### config.mk
export PLATFORM = sky130hd
export DESIGN_NAME = cmp_arbiter
export DESIGN_NICKNAME = d
export VERILOG_FILES = /design/src/rtl/cmp_arbiter.sv
export SDC_FILE = /design/constraint.sdc
export NUM_CORES = 1
export LEC_CHECK = 0
export ABC_CLOCK_PERIOD_IN_PS = 4600
export CORE_MARGIN = 3
export CORE_UTILIZATION = 35
export CTS_BUF_LIST = sky130_fd_sc_hd__clkbuf_8
export DETAILED_ROUTE_END_ITERATION = 16
export PLACE_DENSITY = 0.71
export RECOVER_POWER = 25
export SYNTH_ARGS = -nofsm -noshare
export SYNTH_HDL_FRONTEND = slang
export SYNTH_SLANG_ARGS = --single-unit
### constraint.sdc
create_clock -name clk -period 4.6 [get_ports clk]
set_clock_uncertainty 0.15 [all_clocks]
set_input_delay 0.69 -clock clk [delete_from_list [all_inputs] [get_ports clk]]
set_output_delay 0.69 -clock clk [all_outputs]
set_load 0.05 [all_outputs]
### src/rtl/cmp_arbiter.sv
// Round-robin arbiter sharing one branch comparator among N_REQ requesters.
// One transaction in flight: IDLE grants, EVAL computes, RESP holds the result.
package cmp_pkg;
  localparam int CMPOP_WIDTH = 3;
  localparam logic [CMPOP_WIDTH-1:0] OP_BEQ  = 3'b000;
  localparam logic [CMPOP_WIDTH-1:0] OP_BNE  = 3'b001;
  localparam logic [CMPOP_WIDTH-1:0] OP_BLT  = 3'b100;
  localparam logic [CMPOP_WIDTH-1:0] OP_BGE  = 3'b101;
  localparam logic [CMPOP_WIDTH-1:0] OP_BLTU = 3'b110;
  localparam logic [CMPOP_WIDTH-1:0] OP_BGEU = 3'b111;
endpackage

module cmp_unit
  import cmp_pkg::*;
(
  input  logic [CMPOP_WIDTH-1:0] op,
  input  logic [31:0]            a,
  input  logic [31:0]            b,
  output logic                   res
);
  always_comb begin
    res = 1'b0;
    case (op)
      OP_BEQ:  res = (a == b);
      OP_BNE:  res = (a != b);
      OP_BLT:  res = ($signed(a) < $signed(b));
      OP_BGE:  res = ($signed(a) >= $signed(b));
      OP_BLTU: res = (a < b);
      OP_BGEU: res = (a >= b);
      default: res = 1'b0;
    endcase
  end
endmodule

module cmp_arbiter
  import cmp_pkg::*;
#(
  parameter int N_REQ = 4
) (
  input  logic                         clk,
  input  logic                         rst_n,
  input  logic [N_REQ-1:0]             req_valid,
  output logic [N_REQ-1:0]             req_ready,
  input  logic [N_REQ*CMPOP_WIDTH-1:0] req_op,
  input  logic [N_REQ*32-1:0]          req_a,
  input  logic [N_REQ*32-1:0]          req_b,
  output logic [N_REQ-1:0]             resp_valid,
  input  logic [N_REQ-1:0]             resp_ready,
  output logic                         resp_out,
  output logic                         busy
);
  localparam int IDW = $clog2(N_REQ);

  typedef enum logic [1:0] {
    IDLE,
    EVAL,
    RESP
  } state_t;

  state_t               state;
  logic [IDW-1:0]       rr_ptr;
  logic [IDW-1:0]       owner;
  logic [CMPOP_WIDTH-1:0] op_q;
  logic [31:0]          a_q;
  logic [31:0]          b_q;
  logic                 cmp_res;
  logic                 gnt_vld;
  logic [IDW-1:0]       gnt;
  logic [IDW-1:0]       gnt_nxt;
  int                   idx;

  cmp_unit u_cmp (
    .op  (op_q),
    .a   (a_q),
    .b   (b_q),
    .res (cmp_res)
  );

  // search starts at rr_ptr and wraps at N_REQ, not at 2**IDW
  always_comb begin
    gnt_vld = 1'b0;
    gnt     = '0;
    idx     = 0;
    for (int k = 0; k < N_REQ; k++) begin
      idx = int'(rr_ptr) + k;
      if (idx >= N_REQ) idx = idx - N_REQ;
      if (!gnt_vld && req_valid[idx]) begin
        gnt_vld = 1'b1;
        gnt     = IDW'(idx);
      end
    end
  end

  assign gnt_nxt = (gnt == IDW'(N_REQ - 1)) ? '0 : gnt + 1'b1;

  always_comb begin
    req_ready = '0;
    if (rst_n && state == IDLE && gnt_vld)
      req_ready[gnt] = 1'b1;
  end

  always_comb begin
    resp_valid = '0;
    if (state == RESP)
      resp_valid[owner] = 1'b1;
  end

  assign busy = (state != IDLE);

  always_ff @(posedge clk or negedge rst_n) begin
    if (!rst_n) begin
      state    <= IDLE;
      rr_ptr   <= '0;
      owner    <= '0;
      op_q     <= '0;
      a_q      <= '0;
      b_q      <= '0;
      resp_out <= 1'b0;
    end else begin
      unique case (state)
        IDLE: begin
          if (gnt_vld) begin
            op_q   <= req_op[int'(gnt)*CMPOP_WIDTH +: CMPOP_WIDTH];
            a_q    <= req_a[int'(gnt)*32 +: 32];
            b_q    <= req_b[int'(gnt)*32 +: 32];
            owner  <= gnt;
            rr_ptr <= gnt_nxt;
            state  <= EVAL;
          end
        end
        EVAL: begin
          resp_out <= cmp_res;
          state    <= RESP;
        end
        RESP: begin
          if (resp_ready[owner])
            state <= IDLE;
        end
        default: state <= IDLE;
      endcase
    end
  end
endmodule
Yosys cells after proc, flatten, opt, wreduce, memory -nomap -nowiden
Index checks and enable logic that the tools add are counted.
Widths: inputs -> output; s select.
{"block": "word_totals", "ff_bits": 74, "input_bits": 278, "wordCells": 99}
{"block": "op_classes", "shifts": 3, "mux": 37, "reduce_logical": 15, "eq_ne": 12, "magnitude_cmp": 16, "mul": 1, "addsub": 8}
{"cell": "$shiftx 128x8->32", "count": 2}
{"cell": "$lt 32x4->1 const B", "count": 4}
{"cell": "$mux 32", "count": 4}
{"cell": "$ge 32x32->1", "count": 2}
{"cell": "$lt 32x32->1", "count": 2}
{"cell": "$eq 32x32->1", "count": 1}
{"cell": "$ne 32x32->1", "count": 1}
{"cell": "$mux 1", "count": 15}
{"cell": "$mux 2", "count": 7}
{"cell": "$eq 3x3->1 const B", "count": 4}
{"cell": "$shiftx 12x5->3", "count": 1}
{"cell": "$sub 3x3->4 const B", "count": 3}
{"cell": "$bmux 1 s2", "count": 5}
{"cell": "$ge 3x3->1 const B", "count": 3}
{"cell": "$mux 4", "count": 2}
{"cell": "$logic_and 1x1->1", "count": 7}
{"cell": "$add 2x2->3 const B", "count": 2}
{"cell": "$lt 2x3->1 const B", "count": 2}
{"cell": "$pmux 1 s6", "count": 1}
{"cell": "$pmux 2 s3", "count": 1}
{"cell": "$demux 1 s2", "count": 2}
{"cell": "$eq 2x2->1 const B", "count": 2}
{"cell": "$ge 2x1->1 const B", "count": 2}
{"cell": "$mul 2x2->4 const B", "count": 1}
{"cell": "other kinds (13)", "count": 16}

Depth between registers and ports, before layout
Gate-level depths: netlist of the first run.
{"block": "logic_depth", "depth_word": 20, "ltp_mapped": 10, "mapped_depth_nobuf": 9}

Cells and area by module
A second synthesis of the first run with hierarchy kept.
{"block": "unflattened", "hier_cells": 487, "area_unflattened_um2": 5278.8}
{"mod": "cmp_arbiter", "area_each_um2": 4355.4, "n_inst": 1, "cells_each": 359}
{"mod": "cmp_unit", "area_each_um2": 923.4, "n_inst": 1, "cells_each": 128}

Least setup slack after synthesis of the first run
OpenSTA, ideal clock, no wires.
{"block": "synth_timing", "path_kind": "input-to-output", "startpoint": "input port req_valid[3]", "endpoint": "output port req_ready[0]", "arrival_ns": 2.220, "path_buffers": 2, "required_ns": 3.760, "setup_slack_ns": 1.540, "cell_stages": 8, "path_cell_list": "nand2b_1 > a211oi_2 > nor2_4 > inv_4 > buf_4 > buf_2 > ha_1 > and3_1"}
{"block": "synth_between", "elab_chain_cells": 18}
{"item": "start: declaration", "line_no": "42", "text": "input logic [N_REQ-1:0] req_valid,"}
{"item": "$bmux 1 s2", "line_no": "87", "text": "if (!gnt_vld && req_valid[idx]) begin"}
{"item": "$mux 1 (not written as such) (2 in series)", "line_no": "87"}
{"item": "$mux 1", "line_no": "87"}
{"item": "$logic_not 1->1", "line_no": "87"}
{"item": "$logic_and 1x1->1", "line_no": "87"}
{"item": "$mux 1", "line_no": "87"}
{"item": "$logic_not 1->1", "line_no": "87"}
{"item": "$logic_and 1x1->1", "line_no": "87"}
{"item": "$mux 1", "line_no": "87"}
{"item": "$logic_not 1->1", "line_no": "87"}
{"item": "$logic_and 1x1->1", "line_no": "87"}
{"item": "$mux 2", "line_no": "87"}
{"item": "$lt 2x3->1 (not written as such) or $ge 2x1->1 (tied branches)", "line_no": "99", "text": "req_ready[gnt] = 1'b1;"}
{"item": "$logic_and 1x1->1 (not written as such)", "line_no": "99"}
{"item": "$mux 1 (not written as such)", "line_no": "99"}
{"item": "$demux 1 s2", "line_no": "99"}
{"item": "$mux 4 *", "line_no": "98", "text": "if (rst_n && state == IDLE && gnt_vld)"}
{"item": "end: declaration", "line_no": "43", "text": "output logic [N_REQ-1:0] req_ready,"}
Every way passes the cells marked *; elsewhere a longest branch is shown, timed or not. The select of a mux whose other input is x is not followed.

Worst setup path in the final report of the first run
{"block": "layout_timing", "startpoint": "input port req_valid[2]", "endpoint": "output port req_ready[2]"}
The elaborated chain is that of the path after synthesis.

==> metrics.txt, run 1 <==
cell types with the largest area share after synthesis dfrtp_1, nand2_1, ha_1; WP data required 3760 ps; Max Buffers Root-to-Sink 2; number of top-level design ports 288; area leader, netlist dfrtp_1; async set-or-reset flop fraction in the synthesized netlist 100%; final number of max-transition violations 72; final clock period utilization by the worst path 77.8%; Total GRT Usage 20.9%; Tmin final 3580 ps; RePlAce Congestion 0.835; pin count of the biggest net entering global routing 137; number of remaining DRC errors 0; RSZ-0062 raised after global routing no; mux cell area share after synthesis 0.903%; dpl hpwl 14.5 mm; CTS tree done; area share of the largest cell type after synthesis 31.8%; area used by multi-input combinational logic 3540 sq um; number of buffer cells added on primary ports 287; Max-Slew Margin vs Limit -19.8%; most frequent cells after synthesis nand2_1, dfrtp_1, and3_1, a21o_1, o21ai_0; proportion of layout cells with a drive suffix above 1 3.41%; clock latency on the worst-skew pair 350 ps; type of the setup path with the least slack in -> out; Placed Area 8760 sq um; violations in the final reports max-capacitance violations, max-slew violations; max cap viols 1; Main synth FF type dfrtp_1; initial standard-cell utilization of the core 36.2%; P per Cell Area 507 nW/um^2; count of distinct cell types in the synthesized netlist 37; cell row count 46; Worst-Margin Slew 1800 ps; post-placement cell count 1,256; final-layout setup total negative slack 0 ps; Detail Route Antenna Nets 0; class of the most critical hold timing path reg -> reg; non-filler instance count after layout 1,273; number of enable flip-flop cells after synthesis 0; number of clock buffers inserted by TritonCTS 9; average size of a mapped cell 7.24 sq um; first-pass detailed-route iteration total 5; result of the run finished with violations; iteration-0 DRC count of the detailed router 312; clock edge transition at the registers on the reported setup and hold paths 70 ps; endpoints failing hold 0; startpoint type of the worst setup path input pin; WP data arrival 2740 ps; Worst Path Max Fanout 38; die width 135 um; CTS H-tree lvls 3; number of fillers in the final layout 1,556; Root Buffer Master clkbuf_8; leakage 4.22 nW; flop and latch count out of synthesis 74; antenna violations before repair 0; via density per instance 5.01; GR Overflow Total 0; synth warn 0; Die H 135 um; die footprint 18,200 sq um; combinational family with the most area after synthesis simple AND/OR/NAND/NOR gates; Worst VDD drop 0.000372 V; Synth Area in Simple Gates 31.1%; Net Count, Synth 1,117; total clock sinks 74; post_cts resized 0; area grow syn2layout 54.0%; Critical Path Sink Type output pin; Total Wirelength 19.9 mm; Vias 6,373; sequential cell area fraction in the yosys report 31.8%; Final Instance Area 8960 sq um; number of global-route vias before repair 6,102; highest achievable clock rate 0.279 GHz; # setup viols final 0; area fraction in compound gates after synthesis 20.8%; sequential cell area 1850 sq um; arithmetic-cell share of the synthesized area counting full adders, half adders and majority gates 7.74%; dominant cell by count in the synthesized netlist nand2_1; xor and xnor fraction of the mapped netlist area 0.151%; first-pass GRT wire length 30.8 mm; gate count after technology mapping 803; buffer count from post-CTS setup fixing 0; number of nets at the end of the flow 1,366; diode insertion count for antenna repair 0; netlist area before placement 5820 sq um; core box area 16,100 sq um; drt wl/cell 15.6 um
[cell families (layout without fill, tap and decap cells)]
logic type	Yosys count	count (layout)
multiplexers	4	4
flip-flops	74	74
buffers and inverters	94	348
adder cells (fa/ha/maj)	36	36
AND/OR/NAND/NOR	423	423
AO/OA/AOI/OAI	171	171
XOR/XNOR	1	1
[worst max-delay path, stage by stage]
cell	delay, ps
clkdlybuf4s50_1	500
nand2b_1	60
a21oi_1	240
a211oi_4	80
inv_2	580
ha_1	250
and3_1	150
buf_4	190
[state kept, by name (all words and copies together), names as in the netlist]
name      count
resp_out      1
state         2
op_q          3
rr_ptr        2
owner         2
b_q          32
a_q          32
[final timing paths]
path | slack (ps) | end | depth (start not counted) | startpoint
worst max-delay path | 1020 | req_ready[2] | 8 | req_valid[2]
worst min-delay path | 340 | a_q[10]$_DFFE_PN0P_ | 1 | a_q[10]$_DFFE_PN0P_
worst max register to register | 1820 | a_q[11]$_DFFE_PN0P_ | 9 | rr_ptr[0]$_DFFE_PN0P_
worst min register to register | 340 | a_q[10]$_DFFE_PN0P_ | 1 | a_q[10]$_DFFE_PN0P_
max in group asynchronous | 1630 | a_q[17]$_DFFE_PN0P_ | 3 | rst_n
min in group asynchronous | 600 | state[1]$_DFFE_PN0P_ | 2 | rst_n
[metrics by stage]
stage	hold WS [ps]	total power, mW	setup WS, ps	utilization, %
2_1_floorplan	244	3.23	1540	-
3_3_place_gp	316	4.00	1040	54.5
3_5_place_dp	323	4.06	1010	54.5
4_1_cts	341	4.59	1010	55.8
5_1_grt	359	5.02	876	55.8
6_report	338	4.54	1020	55.8
[cell usage in the layout (no fill, tap or decap), types with 2 or more instances in the layout]
cell type | netlist | final
o211ai_1 | 33 | 33
ha_1 | 36 | 36
a21o_1 | 41 | 40
and3_1 | 42 | 42
buf_12 | 0 | 3
o31ai_1 | 2 | 2
o21ai_0 | 40 | 40
nand4_1 | 8 | 8
clkbuf_8 | 0 | 11
dfrtp_1 | 74 | 74
a311oi_1 | 35 | 35
clkdlybuf4s50_1 | 0 | 281
dlygate4sd3_1 | 0 | 2
inv_2 | 1 | 2
nor2b_1 | 2 | 2
nor4_1 | 2 | 2
a221oi_1 | 2 | 2
nand2b_1 | 4 | 4
inv_1 | 33 | 36
nand2_1 | 314 | 314
nor2_1 | 6 | 6
buf_4 | 5 | 8
nand3_1 | 38 | 38
a21oi_1 | 13 | 13
nor3_1 | 3 | 3
mux2i_1 | 3 | 3
[routing by layer]
layer | vias up | global-route usage [%] | part of all wire [%] | wire length [um]
met4 | 0 | 5.77 | 1.2 | 245
met2 | 194 | 35.4 | 48 | 9600
met3 | 17 | 3.20 | 5.1 | 1010
li1 | 3256 | - | - | -
met5 | - | 0 | 0 | 0
met1 | 2906 | 27.9 | 45 | 9050
[area by class of cell]
class | instances | share of cell area [%]
Sequential cell | 74 | 20.7
Tap cell | 216 | 3.02
Multi-Input combinational cell | 635 | 39.5
Inverter | 36 | 1.54
Clock inverter | 5 | 0.517
Timing Repair Buffer | 296 | 33.1
Clock buffer | 11 | 1.69
[where the power goes]
group	internal (mW)	switching, mW	total, mW
Sequential	0.989	0.185	1.17
Combinational	1.18	1.67	2.85
Clock	0.274	0.237	0.511
[timing repair]
action	in CTS	in global routing
endpoints found under the hold margin	3	0
endpoints found under the setup margin	0	0
hold buffers	1	0
No activity file was read; power rests on OpenSTA's default activity.
==> run 2: changes to the inputs <==
Settings changed: ABC_CLOCK_PERIOD_IN_PS 4600 to 3600.
Clock period 4.6 ns to 3.6 ns, I/O delays scaled along.
==> run 2 against run 1 <==
The run still ends with max-capacitance violations, max-slew violations left. Worst setup slack worse by 460 ps. Wire length rose by 0.49%. Sequential power increased by 29%. Critical endpoint unchanged.
==> metrics.txt, run 2 (synthesized netlist as in run 1, its figures left out) <==
number of clock buffers inserted by TritonCTS 9; iteration-0 DRC count of the detailed router 278; clock latency on the worst-skew pair 340 ps; via density per instance 5.07; Worst-Margin Slew 2180 ps; RePlAce Congestion 0.823; number of nets at the end of the flow 1,369; setup slack on the worst flop-to-flop path 1080 ps; number of remaining DRC errors 0; non-filler instance count after layout 1,276; total clock sinks 74; Tmin final 3040 ps; post-placement cell count 1,260; dpl hpwl 15.2 mm; P per Cell Area 659 nW/um^2; number of top-level design ports 288; Worst Path Max Fanout 8; Die H 135 um; Max Buffers Root-to-Sink 2; CTS H-tree lvls 3; first-pass detailed-route iteration total 5; highest achievable clock rate 0.329 GHz; least setup slack across all paths after layout 562 ps; cells on worst reg2reg path 8; WP data arrival 2350 ps; initial standard-cell utilization of the core 36.2%; antenna violations before repair 0; number of global-route vias before repair 6,214; start of the worst register-to-register path rr_ptr[1]$_DFFE_PN0P_; launching instance or port of the critical path req_valid[3]; post_cts resized 0; Setup Slack @ Placement 511 ps; Worst VDD drop 0.000384 V; sequential cell area 1850 sq um; cts hold-fix bufs 0; cell row count 46; diode insertion count for antenna repair 0; Detail Route Antenna Nets 0; Critical Path End req_ready[2]; final-layout setup total negative slack 0 ps; proportion of layout cells with a drive suffix above 1 4.06%; # setup viols final 0; Vias 6,468; result of the run finished with violations; area used by multi-input combinational logic 3540 sq um; Max-Slew Margin vs Limit -45.2%; final number of max-transition violations 41; leakage 4.25 nW; startpoint type of the worst setup path input pin; type of the setup path with the least slack in -> out; Total GRT Usage 21.1%; RSZ-0062 raised after global routing no; core box area 16,100 sq um; most common cell after layout, fill and taps aside nand2_1; GR Overflow Total 0; final clock period utilization by the worst path 84.4%; most frequent cells in the layout nand2_1, clkdlybuf4s50_1, dfrtp_1, and3_1; WP data required 2910 ps; die width 135 um; first-pass GRT wire length 31.2 mm; area grow syn2layout 55.5%; clock edge transition at the registers on the reported setup and hold paths 80 ps; endpoints failing hold 0; capture point of the worst reg-to-reg path a_q[23]$_DFFE_PN0P_; drt wl/cell 15.7 um; pin count of the biggest net entering global routing 88; Critical Path Sink Type output pin; buffer count from post-CTS setup fixing 0; Root Buffer Master clkbuf_8; violations in the final reports max-capacitance violations, max-slew violations; Total Wirelength 20.0 mm; number of fillers in the final layout 1,547; CTS tree done; number of buffer cells added on primary ports 287; class of the most critical hold timing path in -> async; max cap viols 1; die footprint 18,200 sq um; largest registers a_q (32), b_q (32), op_q (3)
## run 2: cell types whose count changed in the layout (fill, tap and decap cells not counted), moves of 2 or more
cell	delta
buf_12	+2
inv_1	-3
buf_4	+3
dlygate4sd3_1	-2
## run 2: routing by layer
layer  GRT usage (%)  up-vias  wire length [um]
met2            37.2      201             10000
met4            4.19        0               216
met3            4.58       13              1220
met1            26.7     2993              8560
li1                -     3261                 -
met5               0        -                 0
## run 2: layout make-up
type | instances | share of cell area [%]
Timing Repair Buffer | 299 | 33.3
Multi-Input combinational cell | 635 | 39.1
Clock inverter | 4 | 0.802
Clock buffer | 12 | 1.83
Sequential cell | 74 | 20.5
Tap cell | 216 | 2.99
Inverter | 36 | 1.52
## run 2: worst min path at each step
stage                              from                   to  slack, ps  cells past startpoint
global placement    a_q[21]$_DFFE_PN0P_  a_q[21]$_DFFE_PN0P_        320                      1
global route                      rst_n   b_q[9]$_DFFE_PN0P_         30                      1
finish                            rst_n  op_q[1]$_DFFE_PN0P_          5                      1
floorplan                         rst_n   a_q[0]$_DFFE_PN0P_         90                      0
detailed placement  a_q[21]$_DFFE_PN0P_  a_q[21]$_DFFE_PN0P_        320                      1
CTS                               rst_n  op_q[1]$_DFFE_PN0P_         10                      1
## run 2: report_power, final
part / total, mW / internal, mW / leakage, nW / switching (mW)
clock: 0.756 / 0.446 / 0.119 / 0.310
sequential: 1.51 / 1.26 / 0.904 / 0.247
combinational: 3.69 / 1.55 / 3.23 / 2.14
total: 5.96 / 3.26 / 4.25 / 2.69
## run 2: metrics by stage
step | total power [mW] | utilization, % | hold slack [ps] | area (sq um)
after floorplan | 4.12 | - | 94.4 | 5820
after global placement | 5.15 | 54.9 | 319 | 8810
after detailed placement | 5.26 | 54.9 | 323 | 8810
after CTS | 6.05 | 56.4 | 10.8 | 9050
after global routing | 6.58 | 56.3 | 32.0 | 9050
final | 5.96 | 56.3 | 5.09 | 9050
## run 2: worst max-delay path, stage by stage
cell	delay (ps)
clkdlybuf4s50_1	520
mux2i_1	150
a211oi_4	470
inv_2	120
ha_1	210
and3_1	160
buf_4	180
==> run 3: changes to the inputs <==
Settings changed: ABC_CLOCK_PERIOD_IN_PS 3600 to 3000.
Clock period 3.6 ns to 3 ns, I/O delays scaled along.
==> run 3 against run 2 <==
The flow still finishes with violations (max-capacitance violations, max-slew violations). First-iteration DRC count up 9.0%. Total power rose by 19%. Non-clock buffer count up 5. Flip-flop and latch count did not move. Critical path type unchanged. Highest routed layer unchanged.
==> metrics.txt, run 3 (synthesized netlist as in run 1, its figures left out) <==
most frequent cells in the layout nand2_1, clkdlybuf4s50_1, dfrtp_1, and3_1; leakage 4.28 nW; Critical Path Sink Type output pin; pin count of the biggest net entering global routing 79; final-layout setup total negative slack 0 ps; drt wl/cell 15.6 um; P per Cell Area 782 nW/um^2; initial standard-cell utilization of the core 36.2%; Root Buffer Master clkbuf_8; number of nets at the end of the flow 1,374; Final Instance Area 9100 sq um; violations in the final reports max-capacitance violations, max-slew violations; endpoints failing hold 0; antenna violations before repair 0; GR Overflow Total 0; proportion of layout cells with a drive suffix above 1 4.51%; Worst-Margin Slew 1870 ps; clock edge transition at the registers on the reported setup and hold paths 80 ps; type of the setup path with the least slack in -> out; number of top-level design ports 288; final number of max-transition violations 75; via density per instance 5.04; die width 135 um; number of buffer cells added on primary ports 287; diode insertion count for antenna repair 0; result of the run finished with violations; Total GRT Usage 21.5%; area grow syn2layout 56.4%; die footprint 18,200 sq um; RePlAce Congestion 0.857; Vias 6,462; # setup viols final 0; highest achievable clock rate 0.353 GHz; Setup Slack @ Placement 176 ps; Max Buffers Root-to-Sink 2; Tmin final 2830 ps; Placed Area 8910 sq um; CTS H-tree lvls 3; class of the most critical hold timing path reg -> reg; first-pass GRT wire length 31.7 mm; most common cell after layout, fill and taps aside nand2_1; largest registers a_q (32), b_q (32), op_q (3); number of global-route vias before repair 6,332; dpl hpwl 15.2 mm; number of remaining DRC errors 0; Worst Path Max Fanout 5; Total Wirelength 20.0 mm; first-pass detailed-route iteration total 5; Worst VDD drop 0.000447 V; clock latency on the worst-skew pair 350 ps; RSZ-0062 raised after global routing no; core box area 16,100 sq um; Max-Slew Margin vs Limit -24.7%; WP data arrival 2230 ps; WP data required 2400 ps; startpoint type of the worst setup path input pin; number of fillers in the final layout 1,518; Detail Route Antenna Nets 0; iteration-0 DRC count of the detailed router 303; final clock period utilization by the worst path 94.3%; Die H 135 um; cts hold-fix bufs 0; CTS tree done; max cap viols 1; post_cts resized 0; worst hold slack 342 ps; total clock sinks 74; buffer count from post-CTS setup fixing 0; cell row count 46; number of clock buffers inserted by TritonCTS 9; least setup slack across all paths after layout 171 ps
## run 3: cell count changes in the layout (fill, tap and decap cells not counted)
| cell | change |
|---|---|
| clkinv_2 | +2 |
| clkbuf_2 | +1 |
| bufinv_16 | -1 |
| buf_4 | -1 |
| buf_12 | +5 |
| clkbuf_8 | -3 |
| clkinv_4 | +2 |
## run 3: worst paths after layout
check	from	endpoint	slack (ps)	depth (start not counted)
min	a_q[25]$_DFFE_PN0P_	a_q[25]$_DFFE_PN0P_	340	1
max in group asynchronous	rst_n	b_q[9]$_DFFE_PN0P_	850	2
min in group asynchronous	rst_n	state[1]$_DFFE_PN0P_	720	2
max reg2reg	a_q[1]$_DFFE_PN0P_	resp_out$_DFFE_PN0N_	540	8
max	req_valid[3]	req_ready[2]	170	7
min reg2reg	a_q[25]$_DFFE_PN0P_	a_q[25]$_DFFE_PN0P_	340	1
## run 3: worst max-delay path, cell delays in order
cell and delay (ps):
clkdlybuf4s50_1 520, mux2i_1 130, a211oi_4 450, inv_2 110, ha_1 220, and3_1 160
buf_4 180
## run 3: final cells by class
cell class	instances	area [sq um]	share of cell area (%)
multi-input combinational	635	3540	38.9
timing repair buffer	304	3110	34.1
sequential	74	1850	20.3
tap	216	270	2.97
inverter	36	138	1.51
clock buffer	9	124	1.36
clock inverter	7	70.1	0.770
## run 3: stage by stage
step	utilization (%)	power, mW	cells
after floorplan	-	4.95	803
after global placement	55.5	6.29	1265
after detailed placement	55.5	6.41	1265
after CTS	56.7	7.21	1281
after global routing	56.7	7.85	1281
final	56.7	7.11	1281
## run 3: power by group
part | internal (mW) | switching [mW]
Clock | 0.382 | 0.383
Combinational | 1.97 | 2.58
Sequential | 1.52 | 0.284
Total | 3.87 | 3.25
## run 3: per-layer routing
layer / up-vias / track usage [%] / part of all wire (%)
li1: 3272 / - / -
met1: 2990 / 27.7 / 43
met2: 183 / 37.1 / 50
met3: 17 / 4.36 / 5.8
met4: 0 / 4.92 / 1.3
met5: - / 0 / 0
